===== src/rtl/pifo_pkg.sv =====
// Shared widths and slot record layout for the scheduler rank path and the PIFO sorter.
package pifo_pkg;

    localparam int unsigned RANK_WIDTH = 16;
    localparam int unsigned META_WIDTH = 16;
    localparam int unsigned SLOT_WIDTH = 1 + RANK_WIDTH + META_WIDTH;

    typedef struct packed {
        logic                  vld;
        logic [RANK_WIDTH-1:0] rank;
        logic [META_WIDTH-1:0] meta;
    } slot_t;

endpackage


===== src/rtl/pifo_slot.sv =====
// One storage slot of the sorted register array; {vld, rank, meta} packed MSB first.
module pifo_slot
    import pifo_pkg::*;
#(
    parameter int unsigned RANK_WIDTH = pifo_pkg::RANK_WIDTH,
    parameter int unsigned META_WIDTH = pifo_pkg::META_WIDTH
) (
    input  logic                             clk,
    input  logic                             i_hold,
    input  logic                             i_shift_up,
    input  logic                             i_shift_down,
    input  logic                             i_load_new,
    input  logic                             i_clear,
    input  logic [RANK_WIDTH+META_WIDTH:0]   i_lo,
    input  logic [RANK_WIDTH+META_WIDTH:0]   i_hi,
    input  logic [RANK_WIDTH+META_WIDTH:0]   i_new,
    output logic [RANK_WIDTH+META_WIDTH:0]   o_slot,
    output logic                             o_le_c
);

    localparam int unsigned SW = 1 + RANK_WIDTH + META_WIDTH;

    logic [SW-1:0] r_slot;

    // Invalid slots are always all-zero, so the head reads 0 when empty.
    always_ff @(posedge clk) begin
        if (i_clear) begin
            r_slot <= '0;
        end else if (i_load_new) begin
            r_slot <= i_new;
        end else if (i_shift_down) begin
            r_slot <= i_hi;
        end else if (i_shift_up) begin
            r_slot <= i_lo;
        end else if (i_hold) begin
            r_slot <= r_slot;
        end
    end

    assign o_slot = r_slot;
    assign o_le_c = r_slot[SW-1] &&
                    (r_slot[RANK_WIDTH+META_WIDTH-1:META_WIDTH] <= i_new[RANK_WIDTH+META_WIDTH-1:META_WIDTH]);

endmodule


===== src/rtl/pifo_reg_sorter.sv =====
// Register-array PIFO: sorted insert from the rank pipeline, min-rank head dequeued by egress.
module pifo_reg_sorter
    import pifo_pkg::*;
#(
    parameter int unsigned RANK_WIDTH = pifo_pkg::RANK_WIDTH,
    parameter int unsigned META_WIDTH = pifo_pkg::META_WIDTH,
    parameter int unsigned L2_DEPTH   = 4
) (
    input  logic                  clk,
    input  logic                  rst,
    input  logic                  in_valid,
    input  logic [RANK_WIDTH-1:0] rank_in,
    input  logic [META_WIDTH-1:0] meta_in,
    output logic                  in_remove,
    input  logic                  deq,
    output logic                  valid_out,
    output logic [RANK_WIDTH-1:0] rank_out,
    output logic [META_WIDTH-1:0] meta_out,
    output logic                  full,
    output logic [L2_DEPTH:0]     count
);

    localparam int unsigned DEPTH = 1 << L2_DEPTH;
    localparam int unsigned CW    = L2_DEPTH + 1;
    localparam int unsigned SW    = 1 + RANK_WIDTH + META_WIDTH;

    logic [SW-1:0]    w_slot [DEPTH];
    logic [DEPTH-1:0] w_le;
    logic [DEPTH-1:0] w_hold, w_up, w_dn, w_load, w_clr;
    logic [SW-1:0]    w_new;
    logic [CW-1:0]    w_pos, w_ins_pos, w_count_nxt;
    logic             w_deq_eff, w_ins;
    logic [CW-1:0]    r_count;
    logic             r_full;

    assign w_new     = {1'b1, rank_in, meta_in};
    assign w_deq_eff = deq & w_slot[0][SW-1];
    assign w_ins     = rst & in_valid & (~r_full | w_deq_eff);
    assign in_remove = w_ins;

    // Compare bits form a thermometer code; its population count is the insert position.
    always_comb begin
        w_pos = '0;
        for (int i = 0; i < DEPTH; i++) begin
            w_pos = w_pos + CW'(w_le[i]);
        end
    end

    // With a simultaneous dequeue the old head drops out, so the slot index is one lower.
    assign w_ins_pos = (w_pos != '0) ? w_pos - CW'(1) : w_pos;

    // Per-slot control decode.
    always_comb begin
        w_hold = '0;
        w_up   = '0;
        w_dn   = '0;
        w_load = '0;
        w_clr  = '0;
        for (int i = 0; i < DEPTH; i++) begin
            if (!rst) begin
                w_clr[i] = 1'b1;
            end else if (w_ins && w_deq_eff) begin
                if (CW'(i) < w_ins_pos)       w_dn[i]   = 1'b1;
                else if (CW'(i) == w_ins_pos) w_load[i] = 1'b1;
                else                          w_hold[i] = 1'b1;
            end else if (w_ins) begin
                if (CW'(i) < w_pos)           w_hold[i] = 1'b1;
                else if (CW'(i) == w_pos)     w_load[i] = 1'b1;
                else if (CW'(i) <= r_count)   w_up[i]   = 1'b1;
                else                          w_hold[i] = 1'b1;
            end else if (w_deq_eff) begin
                w_dn[i] = 1'b1;
            end else begin
                w_hold[i] = 1'b1;
            end
        end
    end

    for (genvar g = 0; g < DEPTH; g++) begin : g_slot
        logic [SW-1:0] w_lo, w_hi;
        if (g == 0) begin : g_lo_edge
            assign w_lo = '0;
        end else begin : g_lo_nb
            assign w_lo = w_slot[g-1];
        end
        if (g == DEPTH - 1) begin : g_hi_edge
            assign w_hi = '0;
        end else begin : g_hi_nb
            assign w_hi = w_slot[g+1];
        end

        pifo_slot #(
            .RANK_WIDTH (RANK_WIDTH),
            .META_WIDTH (META_WIDTH)
        ) u_slot (
            .clk          (clk),
            .i_hold       (w_hold[g]),
            .i_shift_up   (w_up[g]),
            .i_shift_down (w_dn[g]),
            .i_load_new   (w_load[g]),
            .i_clear      (w_clr[g]),
            .i_lo         (w_lo),
            .i_hi         (w_hi),
            .i_new        (w_new),
            .o_slot       (w_slot[g]),
            .o_le_c       (w_le[g])
        );
    end

    always_comb begin
        w_count_nxt = r_count;
        if (w_ins && !w_deq_eff) begin
            w_count_nxt = r_count + CW'(1);
        end else if (!w_ins && w_deq_eff) begin
            w_count_nxt = r_count - CW'(1);
        end
    end

    always_ff @(posedge clk) begin
        if (!rst) begin
            r_count <= '0;
            r_full  <= 1'b0;
        end else begin
            r_count <= w_count_nxt;
            r_full  <= (w_count_nxt == CW'(DEPTH));
        end
    end

    assign count     = r_count;
    assign full      = r_full;
    assign valid_out = w_slot[0][SW-1];
    assign rank_out  = w_slot[0][RANK_WIDTH+META_WIDTH-1:META_WIDTH];
    assign meta_out  = w_slot[0][META_WIDTH-1:0];

endmodule


===== config.mk =====
export PLATFORM = sky130hd
export DESIGN_NAME = pifo_reg_sorter
export DESIGN_NICKNAME = d
export VERILOG_FILES = /design/src/rtl/pifo_pkg.sv /design/src/rtl/pifo_slot.sv /design/src/rtl/pifo_reg_sorter.sv
export SDC_FILE = /design/constraint.sdc
export NUM_CORES = 2
export LEC_CHECK = 0
export ABC_AREA = 1
export ABC_CLOCK_PERIOD_IN_PS = 13550
export CORE_AREA = 5 5 305 307
export CTS_CLUSTER_DIAMETER = 200
export CTS_CLUSTER_SIZE = 8
export DETAILED_ROUTE_END_ITERATION = 10
export DIE_AREA = 0 0 310 312
export PLACE_DENSITY_LB_ADDON = 0.05
export SETUP_SLACK_MARGIN = 0.02
export SYNTH_ARGS = -nofsm -noshare
export SYNTH_HDL_FRONTEND = slang
export SYNTH_SLANG_ARGS = --single-unit

===== constraint.sdc =====
create_clock -name clk -period 13.55 [get_ports clk]
set_input_delay 1.355 -clock clk [delete_from_list [all_inputs] [get_ports clk]]
set_output_delay 1.355 -clock clk [all_outputs]
set_load 0.05 [all_outputs]

==> metrics <==
post-layout instance area 41900 um2; IO buf count 75; vias per inst 5.85; Slew Viols, Final 13; max incr delay on CP between 1 and 1.5 ns; Buf+Inv Stages, Crit Path 10; min cycle time layout roughly 11 ns; Max-Cap Viols 1; power density over cell area 196 nW/um2; ANT nets after route 0; fin nets 6478; sequential share of the synthesized area 0.278; DIE WIDTH 310 um; FFs w/ async S/R, synth 0; CP Launch Type input port; Die Y 312 um; total track usage 0.361; GPL Wtd Cong 0.988; Final Cycle Share 0.808; DR pass1 iterations 6; Clock Skews around 0.025 ns; proportion of synthesized area in mux cells 0; WL/cell between 20 and 25 um; Post-Layout Cell Count approximately 7300; Post-Synth XOR/XNOR Area 0.000684; CTS clock-pin slew for the worst setup and hold paths approximately 0.05 ns; vias in the first global route 39366; clk buf depth 3; HPWL after detailed placement roughly 120000 um; cell depth of the worst setup path 32; worst-skew pair later-pin latency ~0.67 ns; leak pwr 0.0203 uW; # hold bufs at CTS 0; largest family of logic cells by synthesized area simple AND/OR/NAND/NOR gates; Post-synth EDFFs 0; Final TNS setup 0 ns; Max H-tree Level 3; Slowest-stage cell, CP nand3_2; CTS tree done; worst min path class flop to flop; most used cell, CP inv_1; WHS Endpoint g_slot[15].u_slot.o_slot[4]; ratio of cells with drive above 1 in the final layout 0.0527; reg2reg start g_slot[0].u_slot.o_slot[18]; Hold Path Depth 2; r2r worst-path depth 29; Fillers 9715; Post-CTS Setup Inserts 0; Yosys warning total 0; final setup margin 2.60 ns; RSZ-0062 raised after global routing false; CTS Buf Count 76; WP data arrival 11.49 ns; CTS root buf clkbuf_16; CP max FO 66; compound-gate portion of the synthesized area 0.171; post-synthesis simple-gate area fraction 0.352; Worst Path Required 14.09 ns; initial drt markers 5174; Critical Path End Type flop; Sink Count 534; FF-to-FF setup slack roughly 4.5 ns; Most used DFF post-synth dfxtp_1; Placed Cells incl. Taps 7259; WL final 181000 um; worst reg2reg path endpoint g_slot[4].u_slot.o_slot[7]; failing checks max-capacitance violations, max-slew violations; total power 8200 uW; Cells after Synth 6303; instance area at placement 39900 um2; Post-Syn Area per Cell 6.09 um2; initial core utilization 0.428; Yosys reg bits 534; first-pass GRT wire length ~260000 um; post-synthesis adder-cell area fraction 0.0935; Slew @ Worst Pin 1.56 ns; syn nets 6620; area grow syn2layout 9.10%; Core Area 89700 um2; Peak VDD IR 249 uV; crit-path leading delay family adder cells; final hold vios 0; slew margin rel. -0.0396; Ports 76; Netlist cell types 53; initial antenna violation count 11; total gr overflow 0; Cell Area, Synth around 38000 um2; die area 96700 um2; Setup violations, final 0; critical path class input port to flop; FMAX 91.3 MHz; FP Rows between 100 and 150; post-CTS sizing 0; Via Count 42939; largest net degree at the start of global routing about 200; HP Start g_slot[15].u_slot.o_slot[4]; pre-CTS setup slack 2.22 ns; drc violations 0; outcome complete, but fails checks
## worst min-delay path, stage by stage (launching register included)
cell and delay, ns:
dfxtp_1 0.32, o21ai_1 0.06, nor2_1 0.08
## power by group
part	internal, uW	leakage [uW]	switching, uW
registers	1900	0.00433	371
logic	1190	0.0150	2970
clock network	1010	0.000983	771
total	4090	0.0203	4110
## routing by layer
metal,vias up,GRT usage,part of all wire
li1,20259,-,-
met1,20062,0.485,0.41
met2,2064,0.540,0.43
met3,548,0.0622,0.085
met4,6,0.219,0.074
met5,-,0,0.00022
## cells by family after synthesis
| logic type | Yosys count |
|---|---|
| AND/OR/NAND/NOR | 3252 |
| AO/OA/AOI/OAI | 1228 |
| buffers and inverters | 1005 |
| flip-flops | 534 |
| adder cells (fa/ha/maj) | 281 |
| XOR/XNOR | 3 |
## placed cells by master, fill, tap and decap left out, types with 8 or more instances in the layout
cell                n
a31oi_1            32
nand3_1           534
nor2_4             11
inv_1             532
clkbuf_16          77
o211ai_1           39
inv_2              37
nor2_2             10
o221ai_1           13
nand2_4             8
o21ai_0           575
nand4_1           115
o21a_1              8
ha_1              271
clkinv_1           16
nand2_2            20
fa_1               10
nand2_1          1420
nand3b_1           10
nor3_1             36
a21oi_1           414
a211oi_1           15
buf_4             121
nor2_1           1074
o21ai_1            93
dfxtp_1           534
clkdlybuf4s50_1    73
## cell usage after synthesis, drive strengths merged, types with 6 or more instances
library cell  instances  area (um2)
o21a                  8        60.1
a21oi               420        2130
nand3               544        2770
o2111ai               6        52.6
buf                 190         965
nand2              1448        5530
fa                   10         200
a211oi               15         113
a31oi                33         213
nor3                 36         180
clkinv               15        56.3
dfxtp               534       10700
ha                  271        3390
nand4               116         741
o221ai               13         114
inv                 570        2140
nor2               1097        4220
clkbuf              230         871
nand3b               10        75.1
o21ai               671        3380
o211ai               39         293
## state kept, by name, indices dropped and copies added (netlist names)
register	count
full	1
g_slot.u_slot.o_slot	528
count	5
## layout make-up
| cell class | count | area, um2 | share of cell area |
|---|---|---|---|
| timing repair buffer | 200 | 1740 | 0.0415 |
| clock inverter | 6 | 52.6 | 0.00125 |
| antenna | 1 | 2.50 | 0.0000597 |
| multi-input combinational | 4764 | 23800 | 0.568 |
| tap | 1176 | 1470 | 0.0351 |
| sequential | 534 | 10700 | 0.255 |
| inverter | 585 | 2200 | 0.0524 |
| clock buffer | 78 | 1940 | 0.0463 |
## how the worst max path moves through the flow
stage,start,endpoint
finish,rank_in[6],g_slot[4].u_slot.o_slot[7]
global route,rank_in[15],g_slot[4].u_slot.o_slot[22]
CTS,rank_in[6],g_slot[4].u_slot.o_slot[7]
detailed placement,rank_in[6],g_slot[4].u_slot.o_slot[7]
global placement,rank_in[6],g_slot[4].u_slot.o_slot[5]
floorplan,rank_in[9],g_slot[1].u_slot.o_slot[17]
## through the flow
stage | hold slack (ns) | utilization
2_1_floorplan | 0.453 | -
3_3_place_gp | 0.474 | 0.445
3_5_place_dp | 0.483 | 0.445
4_1_cts | 0.496 | 0.467
5_1_grt | 0.521 | 0.467
6_report | 0.497 | 0.467
Power figures use the tool's default switching activity.
